**src/rtl/sram_arb_pkg.sv**
```systemverilog
// Shared types and defaults for the two-port SRAM arbiter.
// Port select, outstanding-queue entry and window defaults.
package sram_arb_pkg;

  typedef enum logic {
    PORT_INSTR = 1'b0,
    PORT_DATA  = 1'b1
  } port_e;

  typedef struct packed {
    port_e port;
    logic  err;
  } outst_t;

  localparam logic [31:0] MEM_START_DEF = 32'h0000_0000;
  localparam int          MEM_SIZE_DEF  = 16384;

endpackage

```
**src/rtl/sram_arb_fifo.sv**
```systemverilog
// Outstanding-request queue: records {port, err} per grant so that
// responses are steered back in grant order.
module sram_arb_fifo
  import sram_arb_pkg::*;
#(
  parameter int DEPTH = 2
) (
  input  logic   clk_i,
  input  logic   rst_i,
  input  logic   push_i,
  input  outst_t entry_i,
  input  logic   pop_i,
  output logic   full_o,
  output logic   empty_o,
  output outst_t head_o
);

  localparam int PW = $clog2(DEPTH);

  outst_t        mem_q [DEPTH];
  logic [PW-1:0] wptr_q, rptr_q;
  logic [PW:0]   cnt_q;

  assign full_o  = (cnt_q == (PW+1)'(DEPTH));
  assign empty_o = (cnt_q == '0);
  assign head_o  = mem_q[rptr_q];

  always_ff @(posedge clk_i or posedge rst_i) begin
    if (rst_i) begin
      wptr_q <= '0;
      rptr_q <= '0;
      cnt_q  <= '0;
      for (int i = 0; i < DEPTH; i++) mem_q[i] <= '0;
    end else begin
      if (push_i) begin
        mem_q[wptr_q] <= entry_i;
        wptr_q        <= wptr_q + 1'b1;
      end
      if (pop_i) rptr_q <= rptr_q + 1'b1;
      if (push_i && !pop_i) cnt_q <= cnt_q + 1'b1;
      else if (pop_i && !push_i) cnt_q <= cnt_q - 1'b1;
    end
  end

endmodule

```
**src/rtl/sram_arbiter.sv**
```systemverilog
// Round-robin arbiter of instruction and data ports onto one SRAM,
// with out-of-range requests answered locally with an error.
module sram_arbiter
  import sram_arb_pkg::*;
#(
  parameter logic [31:0] MEM_START   = MEM_START_DEF,
  parameter int          MEM_SIZE    = MEM_SIZE_DEF,
  parameter int          OUTST_DEPTH = 2
) (
  input  logic        clk_i,
  input  logic        rst_i,
  input  logic        instr_req_i,
  output logic        instr_gnt_o,
  output logic        instr_rvalid_o,
  input  logic [31:0] instr_addr_i,
  output logic [31:0] instr_rdata_o,
  output logic        instr_err_o,
  input  logic        data_req_i,
  output logic        data_gnt_o,
  output logic        data_rvalid_o,
  input  logic        data_we_i,
  input  logic [3:0]  data_be_i,
  input  logic [31:0] data_addr_i,
  input  logic [31:0] data_wdata_i,
  output logic [31:0] data_rdata_o,
  output logic        data_err_o,
  output logic        mem_req_o,
  input  logic        mem_gnt_i,
  output logic        mem_we_o,
  output logic [3:0]  mem_be_o,
  output logic [31:0] mem_addr_o,
  output logic [31:0] mem_wdata_o,
  input  logic        mem_rvalid_i,
  input  logic [31:0] mem_rdata_i
);

  port_e  last_q, last_d;
  port_e  hold_port_q, hold_port_d;
  logic   hold_q, hold_d;
  port_e  winner;
  logic   win_req, win_we, in_rng, tryg, granted;
  logic [3:0]  win_be;
  logic [31:0] win_addr, win_wdata;
  logic   full, empty, pop;
  outst_t head;

  always_comb begin
    winner = PORT_INSTR;
    if (hold_q)
      winner = hold_port_q;
    else if (instr_req_i && data_req_i)
      winner = (last_q == PORT_DATA) ? PORT_INSTR : PORT_DATA;
    else if (data_req_i)
      winner = PORT_DATA;
  end

  // Instruction fetches are always full-word reads.
  always_comb begin
    if (winner == PORT_INSTR) begin
      win_req   = instr_req_i;
      win_addr  = instr_addr_i;
      win_we    = 1'b0;
      win_be    = 4'hF;
      win_wdata = '0;
    end else begin
      win_req   = data_req_i;
      win_addr  = data_addr_i;
      win_we    = data_we_i;
      win_be    = data_be_i;
      win_wdata = data_wdata_i;
    end
  end

  assign in_rng  = (win_addr - MEM_START) < 32'(MEM_SIZE);
  assign tryg    = win_req && !full && !rst_i;
  assign granted = tryg && (!in_rng || mem_gnt_i);

  assign mem_req_o   = tryg && in_rng;
  assign mem_we_o    = mem_req_o && win_we;
  assign mem_be_o    = mem_req_o ? win_be : '0;
  assign mem_addr_o  = mem_req_o ? win_addr : '0;
  assign mem_wdata_o = mem_req_o ? win_wdata : '0;

  assign instr_gnt_o = granted && (winner == PORT_INSTR);
  assign data_gnt_o  = granted && (winner == PORT_DATA);

  always_comb begin
    last_d      = last_q;
    hold_d      = 1'b0;
    hold_port_d = hold_port_q;
    if (granted) last_d = winner;
    if (mem_req_o && !mem_gnt_i) begin
      hold_d      = 1'b1;
      hold_port_d = winner;
    end
  end

  always_ff @(posedge clk_i or posedge rst_i) begin
    if (rst_i) begin
      last_q      <= PORT_DATA;
      hold_q      <= 1'b0;
      hold_port_q <= PORT_INSTR;
    end else begin
      last_q      <= last_d;
      hold_q      <= hold_d;
      hold_port_q <= hold_port_d;
    end
  end

  sram_arb_fifo #(.DEPTH(OUTST_DEPTH)) u_fifo (
    .clk_i   (clk_i),
    .rst_i   (rst_i),
    .push_i  (granted),
    .entry_i ('{port: winner, err: !in_rng}),
    .pop_i   (pop),
    .full_o  (full),
    .empty_o (empty),
    .head_o  (head)
  );

  // Error entries retire without waiting on the SRAM.
  assign pop = !rst_i && !empty && (head.err || mem_rvalid_i);

  assign instr_rvalid_o = pop && (head.port == PORT_INSTR);
  assign data_rvalid_o  = pop && (head.port == PORT_DATA);
  assign instr_err_o    = instr_rvalid_o && head.err;
  assign data_err_o     = data_rvalid_o && head.err;
  assign instr_rdata_o  = (instr_rvalid_o && !head.err) ? mem_rdata_i : '0;
  assign data_rdata_o   = (data_rvalid_o && !head.err) ? mem_rdata_i : '0;

  a_rvalid_expected: assert property (
    @(posedge clk_i) disable iff (rst_i)
    mem_rvalid_i |-> (!empty && !head.err)
  );

endmodule

```
**config.mk**
```make
export PLATFORM = sky130hd
export DESIGN_NAME = sram_arbiter
export DESIGN_NICKNAME = d
export VERILOG_FILES = /design/src/rtl/sram_arb_pkg.sv /design/src/rtl/sram_arb_fifo.sv /design/src/rtl/sram_arbiter.sv
export SDC_FILE = /design/constraint.sdc
export NUM_CORES = 1
export LEC_CHECK = 0
export ABC_AREA = 1
export CELL_PAD_IN_SITES_DETAIL_PLACEMENT = 0
export CELL_PAD_IN_SITES_GLOBAL_PLACEMENT = 1
export CORE_UTILIZATION = 13
export DETAILED_ROUTE_END_ITERATION = 12
export PLACE_DENSITY = 0.77
export SLEW_MARGIN = 20
export SYNTH_ARGS = -nofsm -noshare
export SYNTH_HDL_FRONTEND = slang
export SYNTH_SLANG_ARGS = --single-unit
```
**constraint.sdc**
```tcl
create_clock -name clk_i -period 3.1 [get_ports clk_i]
set_input_delay 0.62 -clock clk_i [delete_from_list [all_inputs] [get_ports clk_i]]
set_output_delay 0.62 -clock clk_i [all_outputs]
set_load 0.05 [all_outputs]
```
==> flow_metrics.tcl, run 1 <==
set metrics [dict create \
    htreeDepth 1 \
    ys_warn_count 0 \
    vias_per_cell 3.93 \
    routedWlPerCell_um 12.5 \
    clock_skew_ps 1.87 \
    maxCapViolations 0 \
    num_vias 3393 \
    synth_top_area_share_pct 22.1 \
    io_pins 279 \
    fin_crit_ps 3250 \
    firstDrtPassIters 9 \
    area_delta_synth_final_pct 248 \
    num_rows 45 \
    grt_pass1_wl_mm 17.2 \
    seq_area_frac_synth_pct 13.8 \
    dieArea_sq_mm 0.0159 \
    critical_path.max_fanout 11 \
    synthSimpleGateAreaFrac_pct 51.3 \
    worstSetupEndpointType "output pin" \
    rr_endpoint "u_fifo.cnt_q[1]" \
    gr-usage-all-layers_pct 13.5 \
    gp_congestion 0.753 \
    vdd_ir_drop_max_uv 181 \
    syn_area_sq_mm 0.00201 \
    cts-root-buf "clkbuf_16" \
    grt_max_degree 40 \
    grt_pass1_vias 3446 \
    multi_input_area_sq_mm 0.00183 \
    place_ws_ps -370 \
    synth_compound_area_share_pct 8.79 \
    worstPathArrival_ps 2630 \
    cp.required_ps 2480 \
    ys_top_cells_by_area "nor2_1 (22%), nand2_1 (22%), dfrtp_1 (12%)" \
    drv_slew 0 \
    core-area_sq_mm 0.0151 \
    yosysUniqueCellTypes 26 \
    synthAdderAreaFrac_pct 0.623 \
    drive_gt1_share_pct 37.1 \
    p_per_area_mw_per_mm2 384 \
    overflow 0 \
    portBuffers 260 \
    clkLatencyLatePin_ps 240 \
    hold_class "reg2reg" \
    rsz0062_at_grt "true" \
    die_h_um 126 \
    synth_xor_area_share_pct 1.31 \
    synth_top_area_cell "nor2_1" \
    finalPower_mw 2.69 \
    start_util_pct 13.3 \
    whs_path_depth 1 \
    regToRegSetupSlack_ps 270 \
    syn_inst 396 \
    critical_path_class "reg2out" \
    diodes 0 \
    setup_viol 48 \
    max_clock_freq_ghz 0.308 \
    antenna_found_initial 0 \
    ys_ff_latch 11 \
    ff2ff_path_depth 20 \
    nNetsFinal 817 \
    status "complete, but fails checks" \
    synth_top_family_by_area "simple AND/OR/NAND/NOR gates" \
    cts_buffer_depth 2 \
    cts_sinks 11 \
    clkSlewWorstSetupHoldPaths_ps 40 \
    violations "design-rule violations, negative setup slack" \
    dp_hpwl_mm 8.61 \
    layout_setup_ws_ps -145 \
    utilization_pct 46.1 \
    worst_setup_path_start_kind "flip-flop" \
    hold_start "u_fifo.cnt_q[0]" \
    seq_area_sq_um 277 \
    post-route-drc-count 3 \
    r2r-start "last_q" \
    holdPathEnd "u_fifo.cnt_q[0]" \
    synth_mux_area_share_pct 0.998 \
    cts_tree "yes" \
    die_w_um 126 \
    postCtsHoldBufs 0 \
    drtIter0Drc 72 \
    post-route-period-util_pct 105 \
    final_hold_viol_count 0 \
    synth.avg_cell_area_sq_um 5.07 \
    ant_nets 0 \
    drt-total-wl_mm 10.8 \
    cts_made_buffers 3 \
    p_leak_nw 2.99 \
    nFillCells 1432 \
]
## what timing repair did
action,in CTS,in global routing
pin swaps,16,20
setup buffers,11,3
gates cloned,8,0
endpoints found under the setup margin,53,54
resized for setup,54,34
## area by class of cell
class	count	area share, %
clock buffers	4	1.13
inverters	51	2.81
multi-input cells	310	26.2
flip-flops and latches	11	3.96
well taps	188	3.37
repair buffers	300	62.6
## kinds of logic after synthesis
logic type      after synthesis
xor+xnor                      3
other cells                   1
simple gates                261
buf+inv                      92
fa+ha+maj                     1
flops                        11
mux                           2
compound gates               25
## stage by stage
stage	hold WS (ps)	cells	cell area [sq um]	setup TNS, ps
floorplan	441	413	2290	-1950
CTS	471	864	6900	-8550
finish	466	864	6990	-4920
global route	502	864	6990	-12990
detailed placement	461	842	6280	-16700
global placement	460	842	6280	-15080
## sequential cells by signal, summed over array words and instances (netlist names)
signal	cells
hold_port_q	1
hold_q	1
last_q	1
u_fifo.cnt_q	2
u_fifo.mem_q	4
u_fifo.rptr_q	1
u_fifo.wptr_q	1
## per-layer routing
layer | part of all wire, % | track usage, %
met1 | 36 | 13.9
met4 | 1.6 | 4.68
met3 | 8.3 | 3.78
met5 | 0 | 0
met2 | 54 | 25.9
## worst max-delay path, stage by stage (launching register included)
cell	delay [ps]
dfstp_2	550
nand2_2	80
nand3_4	70
nand2_4	80
buf_12	140
buf_16	140
nand2_4	50
nand2_2	50
nor2_2	120
nand2_1	70
nor2_2	110
nand2_2	90
nor2_4	140
clkinv_4	100
buf_12	160
buf_16	160
nor2_4	130
buf_12	140
## how the worst max path moves through the flow
stage | startpoint | end | slack, ps | depth (start not counted)
5_1_grt | last_q | mem_wdata_o[8] | -300 | 17
4_1_cts | last_q | mem_wdata_o[23] | -190 | 17
3_3_place_gp | data_req_i | mem_wdata_o[8] | -320 | 16
2_1_floorplan | instr_req_i | mem_wdata_o[10] | -80 | 13
3_5_place_dp | data_req_i | mem_addr_o[7] | -370 | 16
6_report | last_q | mem_wdata_o[0] | -150 | 17
## report_power, final
| group | switching, mW | internal (mW) |
|---|---|---|
| Clock | 0.0635 | 0.173 |
| Sequential | 0.0454 | 0.210 |
| Combinational | 1.22 | 0.979 |
## cell usage after synthesis
cell type and n:
nand3b_1 3, a21oi_2 13, nor2_1 118, a211oi_1 1, buf_2 3, nor3_1 1, a21oi_1 3, nor2_2 1
or2_2 2, dfstp_2 1, buf_4 20, mux2i_1 2, nand2_1 117, clkbuf_1 13, nand3_1 14, inv_1 49
o21ai_1 2, inv_2 2, o21ai_0 6, conb_1 1, ha_1 1, xor2_1 1, dfrtp_1 10, xnor2_1 2
nand4_1 5, buf_6 5
## cell usage in the layout (no fill, tap or decap), types with 12 or more instances in the layout
master,netlist,routed
a21oi_4,0,14
buf_12,0,129
buf_4,20,22
clkdlybuf4s50_1,0,136
conb_1,1,18
inv_1,49,49
nand2_1,117,103
nand3_1,14,12
nor2_1,118,74
nor2_4,0,38
Note: power is estimated with default switching activity, not from simulation.
==> run 2: changes to the inputs <==
--- a/config.mk
+++ b/config.mk
@@ -6,8 +6,10 @@
 export NUM_CORES = 1
 export LEC_CHECK = 0
 export ABC_AREA = 1
+export CAP_MARGIN = 20
 export CELL_PAD_IN_SITES_DETAIL_PLACEMENT = 0
 export CELL_PAD_IN_SITES_GLOBAL_PLACEMENT = 1
+export CORE_MARGIN = 2
 export CORE_UTILIZATION = 13
 export DETAILED_ROUTE_END_ITERATION = 12
 export PLACE_DENSITY = 0.77
==> flow_metrics.tcl, run 2 (same netlist as run 1, synthesis figures left out) <==
set metrics [dict create \
    place_area_sq_mm 0.00628 \
    nNetsFinal 818 \
    largest_reg_flops 4 \
    p_per_area_mw_per_mm2 387 \
    rsz0062_at_grt "true" \
    maxCapViolations 0 \
    worst_setup_path_start_kind "input port" \
    routedWlPerCell_um 12.8 \
    top_register "u_fifo.mem_q" \
    post-route-period-util_pct 105 \
    grt_pass1_vias 3430 \
    layout_setup_ws_ps -154 \
    p_leak_nw 2.96 \
    clkSlewWorstSetupHoldPaths_ps 40 \
    clock_skew_ps 0.497 \
    cts-root-buf "clkbuf_16" \
    portBuffers 260 \
    slew_headroom_pct 68.2 \
    diodes 0 \
    gr-usage-all-layers_pct 13.1 \
    ant_nets 0 \
    hold_class "reg2reg" \
    slowest_delay_ps 400 \
    clkLatencyLatePin_ps 240 \
    drt-total-wl_mm 11.1 \
    gp_congestion 0.748 \
    worstSetupEndpointType "output pin" \
    critical_path_class "in2out" \
    die_h_um 128 \
    power.switching_fraction_pct 49.6 \
    critical_path.max_fanout 6 \
    cts_made_buffers 3 \
    largestRegisters "u_fifo.mem_q x4, u_fifo.cnt_q x2" \
    finalPower_mw 2.66 \
    cp.required_ps 2480 \
    setup_viol 51 \
    num_vias 3384 \
    die_w_um 128 \
    violations "negative setup slack" \
    drive_gt1_share_pct 36.0 \
    antenna_found_initial 0 \
    dp_hpwl_mm 9.17 \
    clockPowerShare_pct 9.0 \
    firstDrtPassIters 4 \
    ff2ff_path_depth 15 \
    io_pins 279 \
    p_seq_share_pct 9.7 \
    whs_path_depth 1 \
    worstPathArrival_ps 2630 \
    overflow 0 \
    final_cell_area_sq_mm 0.00688 \
    internal-power_mw 1.34 \
    pwr-share-comb_pct 81.3 \
    p_switching_mw 1.32 \
    cts_tree "yes" \
    cts_buffer_depth 2 \
    worst_pin_slew_ps 463 \
    vdd_ir_drop_max_uv 175 \
    status "complete, but fails checks" \
    most-common-layout-cells "clkdlybuf4s50_1 (135), buf_12 (124), nand2_1 (108)" \
    htreeDepth 1 \
    start_util_pct 13.3 \
    final_hold_viol_count 0 \
    dieArea_sq_mm 0.0164 \
    max_clock_freq_ghz 0.307 \
    path_cells "clkdlybuf4s50_1 > or2_4 > nand2_2 > nand2_1 > nor2_1 > nand3_1 > nor2_2 > nand2_2 > nor2_4 > clkinv_4 > buf_12 > a21oi_4 > buf_12" \
    area_delta_synth_final_pct 243 \
    cp_slowest_cell "clkdlybuf4s50_1" \
    grt_max_degree 46 \
    num_rows 45 \
    cts_sinks 11 \
    grt_pass1_wl_mm 17.3 \
    fin_crit_ps 3250 \
    core-area_sq_mm 0.0151 \
    vias_per_cell 3.91 \
    drtIter0Drc 101 \
    layout_commonest_cell "clkdlybuf4s50_1" \
    post-route-drc-count 0 \
    drv_slew 0 \
]
run 2: changes by cell type in the layout (fill, tap and decap cells not counted), moves of 2 or more:
cell and change:
nand2_4 -2, buf_4 +2, nor2_2 +5, nor2_4 -8, buf_12 -5, buf_16 -2, buf_8 +2, nand2_1 +5
nand2_2 -3, nor2_1 +3, buf_6 +2
run 2: through the flow:
step                TNS, ps  setup slack (ps)  util [%]  instances  hold WS [ps]
floorplan             -1950             -77.9         -        413           441
global placement     -18560              -394      41.5        847           460
detailed placement   -20110              -423      41.5        847           464
CTS                   -8630              -202      44.9        863           474
global route         -12660              -292      45.4        865           492
finish                -5580              -154      45.4        865           477
run 2: final timing paths:
check / start / end / slack [ps]
min: u_fifo.cnt_q[0] / u_fifo.cnt_q[0] / 480
min reg2reg: u_fifo.cnt_q[0] / u_fifo.cnt_q[0] / 480
max reg2reg: last_q / u_fifo.cnt_q[1] / 400
min in group asynchronous: rst_i / u_fifo.rptr_q / 760
max: data_addr_i[14] / mem_addr_o[6] / -150
max in group asynchronous: rst_i / last_q / 2000
run 2: cell type report:
class	instances	area (sq um)
Clock buffer	4	78.8
Multi-Input combinational cell	310	1770
Fill cell	1439	8270
Timing Repair Buffer	300	4310
Timing Repair inverter	1	8.76
Inverter	51	199
Sequential cell	11	277
Tap cell	188	235
run 2: what timing repair did:
action,CTS,global route
setup endpoints to repair,54,55
pin swaps,14,16
resized for setup,63,15
cloned,6,1
setup buffers,6,1
hold buffers,0,0
run 2: worst max-delay path: cells and delay by family:
family,cells,cell delay (ps)
buffers and inverters,4,910
AND/OR/NAND/NOR,8,960
AO/OA/AOI/OAI,1,140
run 2: metal layers:
layer | global-route usage (%) | part of all wire (%) | vias to the layer above
li1 | - | - | 1705
met1 | 13.4 | 34 | 1500
met2 | 25.3 | 55 | 169
met3 | 4.26 | 10 | 10
met4 | 3.36 | 1.5 | 0
met5 | 0 | 0 | -
run 2: power by group through the flow:
stage                     Combinational (mW)  Sequential [mW]  Clock, mW
after CTS                               2.17            0.259      0.243
after global routing                    2.30            0.267      0.253
final                                   2.16            0.258      0.240
after global placement                  2.05            0.254          0
after floorplan                         1.08            0.243          0
after detailed placement                2.06            0.257          0
